### src/rtl/ts_demuxer.sv
// ts_demuxer
//   Splits the tagged pseudo-TS stream from the 4-channel muxer into four
//   per-channel TS byte streams. The source channel comes from the tagged
//   sync byte (SYNC_TAG_BASE | ch). The demuxer checks packet framing and
//   keeps lock and error status.
//
//   Optional build macro: TS_DEMUX_RESTORE_SYNC_EN
//     defined   -> each packet start byte is emitted as 8'h47
//     undefined -> the tagged sync byte is passed through unchanged
//
// Ports (all synchronous to SYS_CLK):
//   SYS_CLK      system clock
//   RST          synchronous reset, active-high
//   DATA_IN      pseudo-TS byte
//   D_VALID_IN   DATA_IN qualifier; idle gaps are allowed at any byte
//   P_SYNC_IN    first byte of a packet; only meaningful with D_VALID_IN
//   CH_ENABLE    per-channel output enable, sampled at each packet start
//   DATA_OUT     {ch3,ch2,ch1,ch0} byte lanes; a lane holds its value when idle
//   D_VALID_OUT  per-lane byte valid, one cycle after the input byte
//   P_SYNC_OUT   per-lane packet-start flag
//   PKT_DONE     per-lane pulse on the last byte of a complete packet
//   LOCK         framing locked (LOCK_PKTS good packets since the last error)
//   ERR_CNT      saturating framing error count
module ts_demuxer #(
  parameter int         PKT_LEN       = 188,
  parameter logic [7:0] SYNC_TAG_BASE = 8'h44,
  parameter int         LOCK_PKTS     = 2
) (
  input  logic        SYS_CLK,
  input  logic        RST,
  input  logic [7:0]  DATA_IN,
  input  logic        D_VALID_IN,
  input  logic        P_SYNC_IN,
  input  logic [3:0]  CH_ENABLE,
  output logic [31:0] DATA_OUT,
  output logic [3:0]  D_VALID_OUT,
  output logic [3:0]  P_SYNC_OUT,
  output logic [3:0]  PKT_DONE,
  output logic        LOCK,
  output logic [15:0] ERR_CNT
);

  localparam int CNT_W  = $clog2(PKT_LEN);
  localparam int GOOD_W = $clog2(LOCK_PKTS + 1);

  typedef enum logic [1:0] {HUNT, PAYLOAD, EXPECT} state_t;

  state_t             state_reg, state_next;
  logic [CNT_W-1:0]   cnt_reg, cnt_next;
  logic [1:0]         ch_reg, ch_next;
  logic               en_reg, en_next;

  logic [31:0]        data_out_reg;
  logic [3:0]         d_valid_out_reg;
  logic [3:0]         p_sync_out_reg;
  logic [3:0]         pkt_done_reg;
  logic               lock_reg;
  logic [15:0]        err_cnt_reg;
  logic [GOOD_W-1:0]  good_cnt_reg;

  // Per-byte decode
  logic       tag_ok;
  logic       is_start;
  logic       last_byte;
  logic [7:0] sync_byte;

  // Output-comb results, registered below for the fixed 1-cycle latency
  logic       emit;
  logic [1:0] emit_ch;
  logic       emit_en;
  logic [7:0] emit_data;
  logic       emit_sync;
  logic       emit_done;
  logic       err;

  assign tag_ok    = (DATA_IN[7:2] == SYNC_TAG_BASE[7:2]);
  assign is_start  = P_SYNC_IN && tag_ok;
  assign last_byte = (cnt_reg == CNT_W'(PKT_LEN - 1));

`ifdef TS_DEMUX_RESTORE_SYNC_EN
  assign sync_byte = 8'h47;
`else
  assign sync_byte = DATA_IN;
`endif

  // State register
  always_ff @(posedge SYS_CLK) begin
    if (RST) begin
      state_reg <= HUNT;
      cnt_reg   <= '0;
      ch_reg    <= 2'd0;
      en_reg    <= 1'b0;
    end else begin
      state_reg <= state_next;
      cnt_reg   <= cnt_next;
      ch_reg    <= ch_next;
      en_reg    <= en_next;
    end
  end

  // Next-state logic; idle cycles leave everything as is
  always_comb begin
    state_next = state_reg;
    cnt_next   = cnt_reg;
    ch_next    = ch_reg;
    en_next    = en_reg;
    if (D_VALID_IN) begin
      case (state_reg)
        HUNT: begin
          if (is_start) begin
            state_next = PAYLOAD;
            cnt_next   = CNT_W'(1);
            ch_next    = DATA_IN[1:0];
            en_next    = CH_ENABLE[DATA_IN[1:0]];
          end
        end
        PAYLOAD: begin
          if (P_SYNC_IN) begin
            // Truncated packet: the same byte may open a new packet
            if (is_start) begin
              cnt_next = CNT_W'(1);
              ch_next  = DATA_IN[1:0];
              en_next  = CH_ENABLE[DATA_IN[1:0]];
            end else begin
              state_next = HUNT;
              cnt_next   = '0;
            end
          end else if (last_byte) begin
            state_next = EXPECT;
            cnt_next   = '0;
          end else begin
            cnt_next = cnt_reg + CNT_W'(1);
          end
        end
        EXPECT: begin
          if (is_start) begin
            state_next = PAYLOAD;
            cnt_next   = CNT_W'(1);
            ch_next    = DATA_IN[1:0];
            en_next    = CH_ENABLE[DATA_IN[1:0]];
          end else begin
            state_next = HUNT;
          end
        end
        default: begin
          state_next = HUNT;
          cnt_next   = '0;
        end
      endcase
    end
  end

  // Output logic: which byte goes where, and whether this byte is an error
  always_comb begin
    emit      = 1'b0;
    emit_ch   = ch_reg;
    emit_en   = en_reg;
    emit_data = DATA_IN;
    emit_sync = 1'b0;
    emit_done = 1'b0;
    err       = 1'b0;
    if (D_VALID_IN) begin
      case (state_reg)
        HUNT: begin
          if (is_start) begin
            emit      = 1'b1;
            emit_sync = 1'b1;
            emit_ch   = DATA_IN[1:0];
            emit_en   = CH_ENABLE[DATA_IN[1:0]];
            emit_data = sync_byte;
          end else if (P_SYNC_IN) begin
            err = 1'b1;
          end
        end
        PAYLOAD: begin
          if (P_SYNC_IN) begin
            err = 1'b1;
            if (is_start) begin
              emit      = 1'b1;
              emit_sync = 1'b1;
              emit_ch   = DATA_IN[1:0];
              emit_en   = CH_ENABLE[DATA_IN[1:0]];
              emit_data = sync_byte;
            end
          end else begin
            emit      = 1'b1;
            emit_done = last_byte;
          end
        end
        EXPECT: begin
          if (is_start) begin
            emit      = 1'b1;
            emit_sync = 1'b1;
            emit_ch   = DATA_IN[1:0];
            emit_en   = CH_ENABLE[DATA_IN[1:0]];
            emit_data = sync_byte;
          end else begin
            err = 1'b1;
          end
        end
        default: ;
      endcase
    end
  end

  // Per-lane output registers. A disabled channel still has its framing
  // tracked, but its lane stays silent and keeps its last data.
  generate
    for (genvar gi = 0; gi < 4; gi++) begin : g_lane
      logic lane_sel;
      assign lane_sel = emit && emit_en && (emit_ch == 2'(gi));

      always_ff @(posedge SYS_CLK) begin
        if (RST) begin
          data_out_reg[gi*8 +: 8] <= 8'h00;
          d_valid_out_reg[gi]     <= 1'b0;
          p_sync_out_reg[gi]      <= 1'b0;
          pkt_done_reg[gi]        <= 1'b0;
        end else begin
          d_valid_out_reg[gi] <= lane_sel;
          p_sync_out_reg[gi]  <= lane_sel && emit_sync;
          pkt_done_reg[gi]    <= lane_sel && emit_done;
          if (lane_sel) begin
            data_out_reg[gi*8 +: 8] <= emit_data;
          end
        end
      end
    end
  endgenerate

  // Lock and error status. Completed packets count toward lock even when
  // their channel is disabled. An error and a completion never coincide.
  always_ff @(posedge SYS_CLK) begin
    if (RST) begin
      err_cnt_reg  <= 16'h0000;
      good_cnt_reg <= '0;
      lock_reg     <= 1'b0;
    end else if (err) begin
      if (err_cnt_reg != 16'hFFFF) begin
        err_cnt_reg <= err_cnt_reg + 16'd1;
      end
      good_cnt_reg <= '0;
      lock_reg     <= 1'b0;
    end else if (emit_done) begin
      if (good_cnt_reg != GOOD_W'(LOCK_PKTS)) begin
        good_cnt_reg <= good_cnt_reg + GOOD_W'(1);
      end
      if (good_cnt_reg >= GOOD_W'(LOCK_PKTS - 1)) begin
        lock_reg <= 1'b1;
      end
    end
  end

  assign DATA_OUT    = data_out_reg;
  assign D_VALID_OUT = d_valid_out_reg;
  assign P_SYNC_OUT  = p_sync_out_reg;
  assign PKT_DONE    = pkt_done_reg;
  assign LOCK        = lock_reg;
  assign ERR_CNT     = err_cnt_reg;

endmodule
### config.mk
export PLATFORM = sky130hd
export DESIGN_NAME = ts_demuxer
export DESIGN_NICKNAME = d
export VERILOG_FILES = /design/src/rtl/ts_demuxer.sv
export SDC_FILE = /design/constraint.sdc
export NUM_CORES = 1
export LEC_CHECK = 0
export CAP_MARGIN = 30
export CORE_ASPECT_RATIO = 0.5
export CORE_UTILIZATION = 44
export DETAILED_ROUTE_END_ITERATION = 10
export MAX_ROUTING_LAYER = met4
export PLACE_DENSITY = 0.72
export SLEW_MARGIN = 25
export SYNTH_ARGS = -nofsm -noshare
export SYNTH_HDL_FRONTEND = slang
export SYNTH_SLANG_ARGS = --single-unit
### constraint.sdc
create_clock -name SYS_CLK -period 2.6 [get_ports SYS_CLK]
set_clock_uncertainty 0.1 [all_clocks]
set_input_delay 0.78 -clock SYS_CLK [delete_from_list [all_inputs] [get_ports SYS_CLK]]
set_output_delay 0.78 -clock SYS_CLK [all_outputs]
set_load 0.01 [all_outputs]
* Word-level counts from Yosys, hierarchy flattened
Cells that the tools add are included.
** Word-level totals
- Register bits after elaboration :: 76
- Output and inout port bits :: 61
- Logic and storage cells :: 100
** Operators by class
- Add/sub/neg operators :: 3
- Order comparisons :: 2
- Equality and inequality tests :: 13
- Muxes and demuxes :: 36
- Reduce and logical (&&, ||, !) cells :: 23
** Operator list (count)
- $mux 8 :: 3
- $mux 1 :: 18
- $add 16x1->16 const B :: 1
- $ne 16x16->1 const B :: 1
- $pmux 8 s2 :: 1
- $logic_and 1x1->1 :: 14
- $mux 2 :: 7
- $add 8x1->8 const B :: 1
- $eq 8x8->1 const B :: 1
- $reduce_and 2->1 :: 4
- $eq 2x2->1 const B :: 3
- $eq 6x5->1 const B :: 1
- $ne 3x3->1 const B :: 2
- $pmux 1 s2 :: 3
- $pmux 2 s3 :: 1
- $eq 2x1->1 const B :: 2
- $logic_not 2->1 :: 2
- $ne 2x2->1 const B :: 2
- $pmux 2 s2 :: 1
- $reduce_and 4->1 :: 1
- $reduce_or 2->1 :: 2
- $lt 2x3->1 const B :: 1
- $pmux 1 s3 :: 1
- $add 2x1->2 const B :: 1
- other kinds (3) :: 3

* Longest topological paths before layout
- Word-level depth :: 9
- Gate-level depth with buffers :: 7
- Depth with buffers taken out :: 6

* Least setup slack after synthesis
No wires, ideal clock.
- Path kind :: input to register
- Start :: input DATA_IN[3]
- End :: register data_out_reg[2] (netlist: DATA_OUT[2])
- Data arrival time :: 2.268 ns
- Required time :: 2.372 ns
- Setup slack :: 0.104 ns
- Cell stages on the path :: 6
- Path buffers :: 1
- Path through :: or3b_1 or3b_4 o41ai_4 buf_6 mux2i_1 nor2_1
** Between the ends
- Cells in the longest elaborated chain, start to end :: 8
- Elaborated cells on any way between the ends :: 17
- Those cells by class :: 1 x eq/ne; 12 x mux; 4 x reduce/logical
** RTL lines
- start, declared :: line 31 : input logic [7:0] DATA_IN,
- $eq 6x5->1 (*) :: line 76 : assign tag_ok = (DATA_IN[7:2] == SYNC_TAG_BASE[7:2]);
- $logic_and 1x1->1 (*) :: line 77 : assign is_start = P_SYNC_IN && tag_ok;
- $mux 2, or another cell as far along
- $mux 2 or $mux 1 (tied branches) :: line 176 : if (P_SYNC_IN) begin
- $pmux 2 s2 or $pmux 1 s2 (tied branches)
- $mux 2, or another cell as far along
- $logic_not 2->1 or $logic_and 1x1->1 (tied branches) :: line 211 : assign lane_sel = emit && emit_en && (emit_ch == 2'(gi));
- $logic_and 1x1->1 (*) :: line 211
- end signal, assigned by index :: line 224 : data_out_reg[gi*8 +: 8] <= emit_data;
- end, declared :: line 53 : logic [31:0] data_out_reg;
Every way passes the cells marked *; elsewhere a longest branch is shown, timed or not.
A chain may end at the register's enable or synchronous reset.

* Final worst setup path
- Start :: input DATA_IN[3]
- End :: register data_out_reg[16] (netlist: DATA_OUT[16])
** Between the ends
- Cells in the longest elaborated chain, start to end :: 8
- Elaborated cells on any way between the ends :: 17
- Those cells by class :: 2 x eq/ne; 12 x mux; 3 x reduce/logical
** RTL lines (line)
- $eq 6x5->1 (*) :: 76
- $logic_and 1x1->1 (*) :: 77
- $mux 2, or another cell as far along
- $mux 2 or $mux 1 (tied branches) :: 176
- $pmux 2 s2 or $pmux 1 s2 (tied branches)
- $mux 2, or another cell as far along
- $eq 2x2->1 or $logic_and 1x1->1 (tied branches) :: 211
- $logic_and 1x1->1 (*) :: 211
Marked as above.

==> flow_metrics.py <==
metrics = {
    "sta": {
        "hold_viol_final": 0,
        "setup_slack_ns": 0.07420,
        "finalCritPeriodShare_pct": 97.15,
        "maxSlewHeadroom_pct": 64.78,
        "grt_setup_unrepaired": "yes",
        "max_freq_mhz": 395.9,
        "slew_violations": 0,
        "worstMarginPinSlew_ns": 0.5239,
        "fin_crit_ns": 2.526,
        "setup_violations": 0,
    },
    "final_layout": {
        "regArea_um2": 1521,
        "final_util_pct": 67.03,
        "final_cell_mix": "dfxtp_1 (76), clkdlybuf4s50_1 (67), nor2_1 (63)",
        "largest_reg_flops": 32,
        "fin_area_um2": 4562,
        "multi_input_area_um2": 1548,
        "synthToLayoutAreaGrowth_pct": 44.63,
        "drive_above_1_share_pct": 14.81,
        "diodes": 0,
        "nets": 448,
        "filler_cell_count": 521,
        "layout_commonest_cell": "dfxtp_1",
    },
    "die": {
        "die_area_um2": 7532,
        "die_x_um": 121.7,
        "rows": 21,
        "initial_core_util_pct": 46.35,
        "core-area_um2": 6805,
        "ios": 77,
        "die_h_um": 61.87,
    },
    "status": {
        "status": "complete, no violations",
    },
    "synth": {
        "syn_nets": 345,
        "synth_xor_area_share_pct": 5.831,
        "syn_inst": 325,
        "yosys_register_bits": 76,
        "synth-simple-area-share_pct": 23.68,
        "muxShareOfSynthArea_pct": 11.19,
        "synth_edf_count": 0,
        "async_reset_ff_share_pct": 0,
        "avgSynthCellArea_um2": 9.705,
        "netlist_area_um2": 3154,
        "ys.warnings.count": 0,
        "yosysUniqueCellTypes": 45,
        "synth_top_family_by_area": "simple AND/OR/NAND/NOR gates",
        "yosysSeqAreaShare_pct": 48.23,
        "synthFlopType": "dfxtp_1",
        "synth_fa_ha_area_share_pct": 1.587,
        "synth_compound_area_share_pct": 5.752,
    },
    "clock_network": {
        "cts_tree": "built",
        "holdBufCountCts": 0,
        "cts_max_path_buffers": 2,
        "clock_latency_ns": 0.33,
        "clk_pin_slew_worst_paths_ns": 0.05,
        "clock_sinks": 76,
        "root_buffer": "clkbuf_16",
        "cts-htree-levels": 3,
        "cts_buffers": 9,
    },
    "setup_path": {
        "endpoint_kind": "flop",
        "rrSetupSlack_ns": 0.59,
        "required_ns": 2.72,
        "r2r_cells": 7,
        "critPathLaunch": "DATA_IN[3]",
        "crit_path_start_kind": "input port",
        "crit_arrival_ns": 2.65,
        "r2r-end": "ERR_CNT[10]",
        "rr_startpoint": "ERR_CNT[0]",
        "crit_type": "in2reg",
        "cp_max_fo": 6,
        "crit_end": "DATA_OUT[16]",
    },
    "placement": {
        "place_ws_ns": -0.4697,
        "postPlaceCellArea_um2": 4212,
        "gp_congestion": 0.8895,
        "port_buffers": 76,
        "place_hpwl_um": 5515,
    },
    "detailed_routing": {
        "totalWireLength_um": 7604,
        "wl_per_cell_um": 14.51,
        "drtPass1Iterations": 4,
        "viasPerCell": 5.092,
        "ant_nets": 0,
        "route.detailed.drc": 0,
        "drtIter0Drc": 123,
        "vias": 2668,
    },
    "global_routing": {
        "grt_antenna_before_repair": 0,
        "grt_max_degree": 34,
        "grt.total_usage_pct": 22.29,
        "grt_pass1_wl_um": 12160,
        "grt_overflow": 0,
        "grt_pass1_vias": 2535,
    },
    "power": {
        "peakVddDrop_mv": 0.2846,
        "powerDensity_nw_per_um2": 543.2,
        "total_power_uw": 2478,
        "leakage_uw": 0.001696,
    },
    "flow_run": {
        "drv_cap": 0,
    },
    "hold_path": {
        "hold_class": "reg2reg",
    },
}
## metal layers
layer	GRT usage (%)	share of wire (%)	up-vias
met4	7.584	0.89	0
met5	-	0	-
met2	38.34	50	50
li1	-	-	1332
met1	25.70	45	1276
met3	6.204	4.4	10
## worst max-delay path: stages
cell and delay, ns:
dlygate4sd2_1 0.24, or3b_4 0.40, or3b_4 0.44, o31ai_4 0.26, buf_6 0.18, buf_4 0.12, mux2i_1 0.17, nor2_1 0.05
## cells in the mapped netlist (all sizes together), types with 4 or more instances
| master | n | area, um^2 |
|---|---|---|
| ha | 4 | 50.05 |
| nor3 | 7 | 35.03 |
| xor2 | 6 | 52.55 |
| nand2 | 18 | 67.56 |
| buf | 8 | 61.31 |
| a21oi | 6 | 30.03 |
| nor2 | 63 | 236.5 |
| dfxtp | 76 | 1521 |
| nand4 | 9 | 56.30 |
| nand3 | 10 | 50.05 |
| nor4 | 10 | 62.56 |
| clkbuf | 9 | 33.78 |
| nor3b | 6 | 55.05 |
| mux2i | 33 | 330.3 |
| inv | 6 | 22.52 |
| or3b | 4 | 37.54 |
| xnor2 | 15 | 131.4 |
## final cells by class
class	count	area share [%]
Clock buffer	13	5.485
Clock inverter	2	0.7680
Inverter	6	0.4937
Multi-Input combinational cell	226	33.93
Sequential cell	76	33.35
Tap cell	92	2.523
Timing Repair Buffer	109	23.45
## cell families after synthesis
group,after synthesis
multiplexers,34
flip-flops,76
XOR/XNOR,21
adder cells (fa/ha/maj),4
buffers and inverters,23
AND/OR/NAND/NOR,146
AO/OA/AOI/OAI,21
## how the worst min path moves through the flow
| stage | to | slack, ns | start | cells past startpoint |
|---|---|---|---|---|
| final | LOCK | 0.38 | LOCK | 2 |
| after global routing | LOCK | 0.41 | LOCK | 2 |
| after CTS | LOCK | 0.38 | LOCK | 2 |
| after detailed placement | LOCK | 0.37 | LOCK | 2 |
| after global placement | LOCK | 0.36 | LOCK | 2 |
| after floorplan | ch_reg[0] | 0.35 | ch_reg[0] | 2 |
## where the power goes
group          leakage (uW)  switching [uW]  internal [uW]  total, uW
clock network      0.000140             436            763       1200
registers          0.000612            3.08           1170       1170
logic              0.000944            56.3           51.9        108
## timing repair
| action | 4_1_cts | 5_1_grt |
|---|---|---|
| buffers inserted | 3 | 0 |
| endpoints found under the setup margin | 17 | 20 |
| resized for setup | 10 | 5 |
| cloned | 1 | 0 |
| pin swaps | 4 | 5 |
## metrics by stage
stage	std cells	setup TNS, ns	hold slack [ns]
global placement	506	-16.88	0.3584
global route	524	-0.002355	0.4111
floorplan	325	0	0.3521
detailed placement	506	-18.60	0.3675
finish	524	0	0.3762
CTS	525	0	0.3802
(Power assumes the default switching activity.)
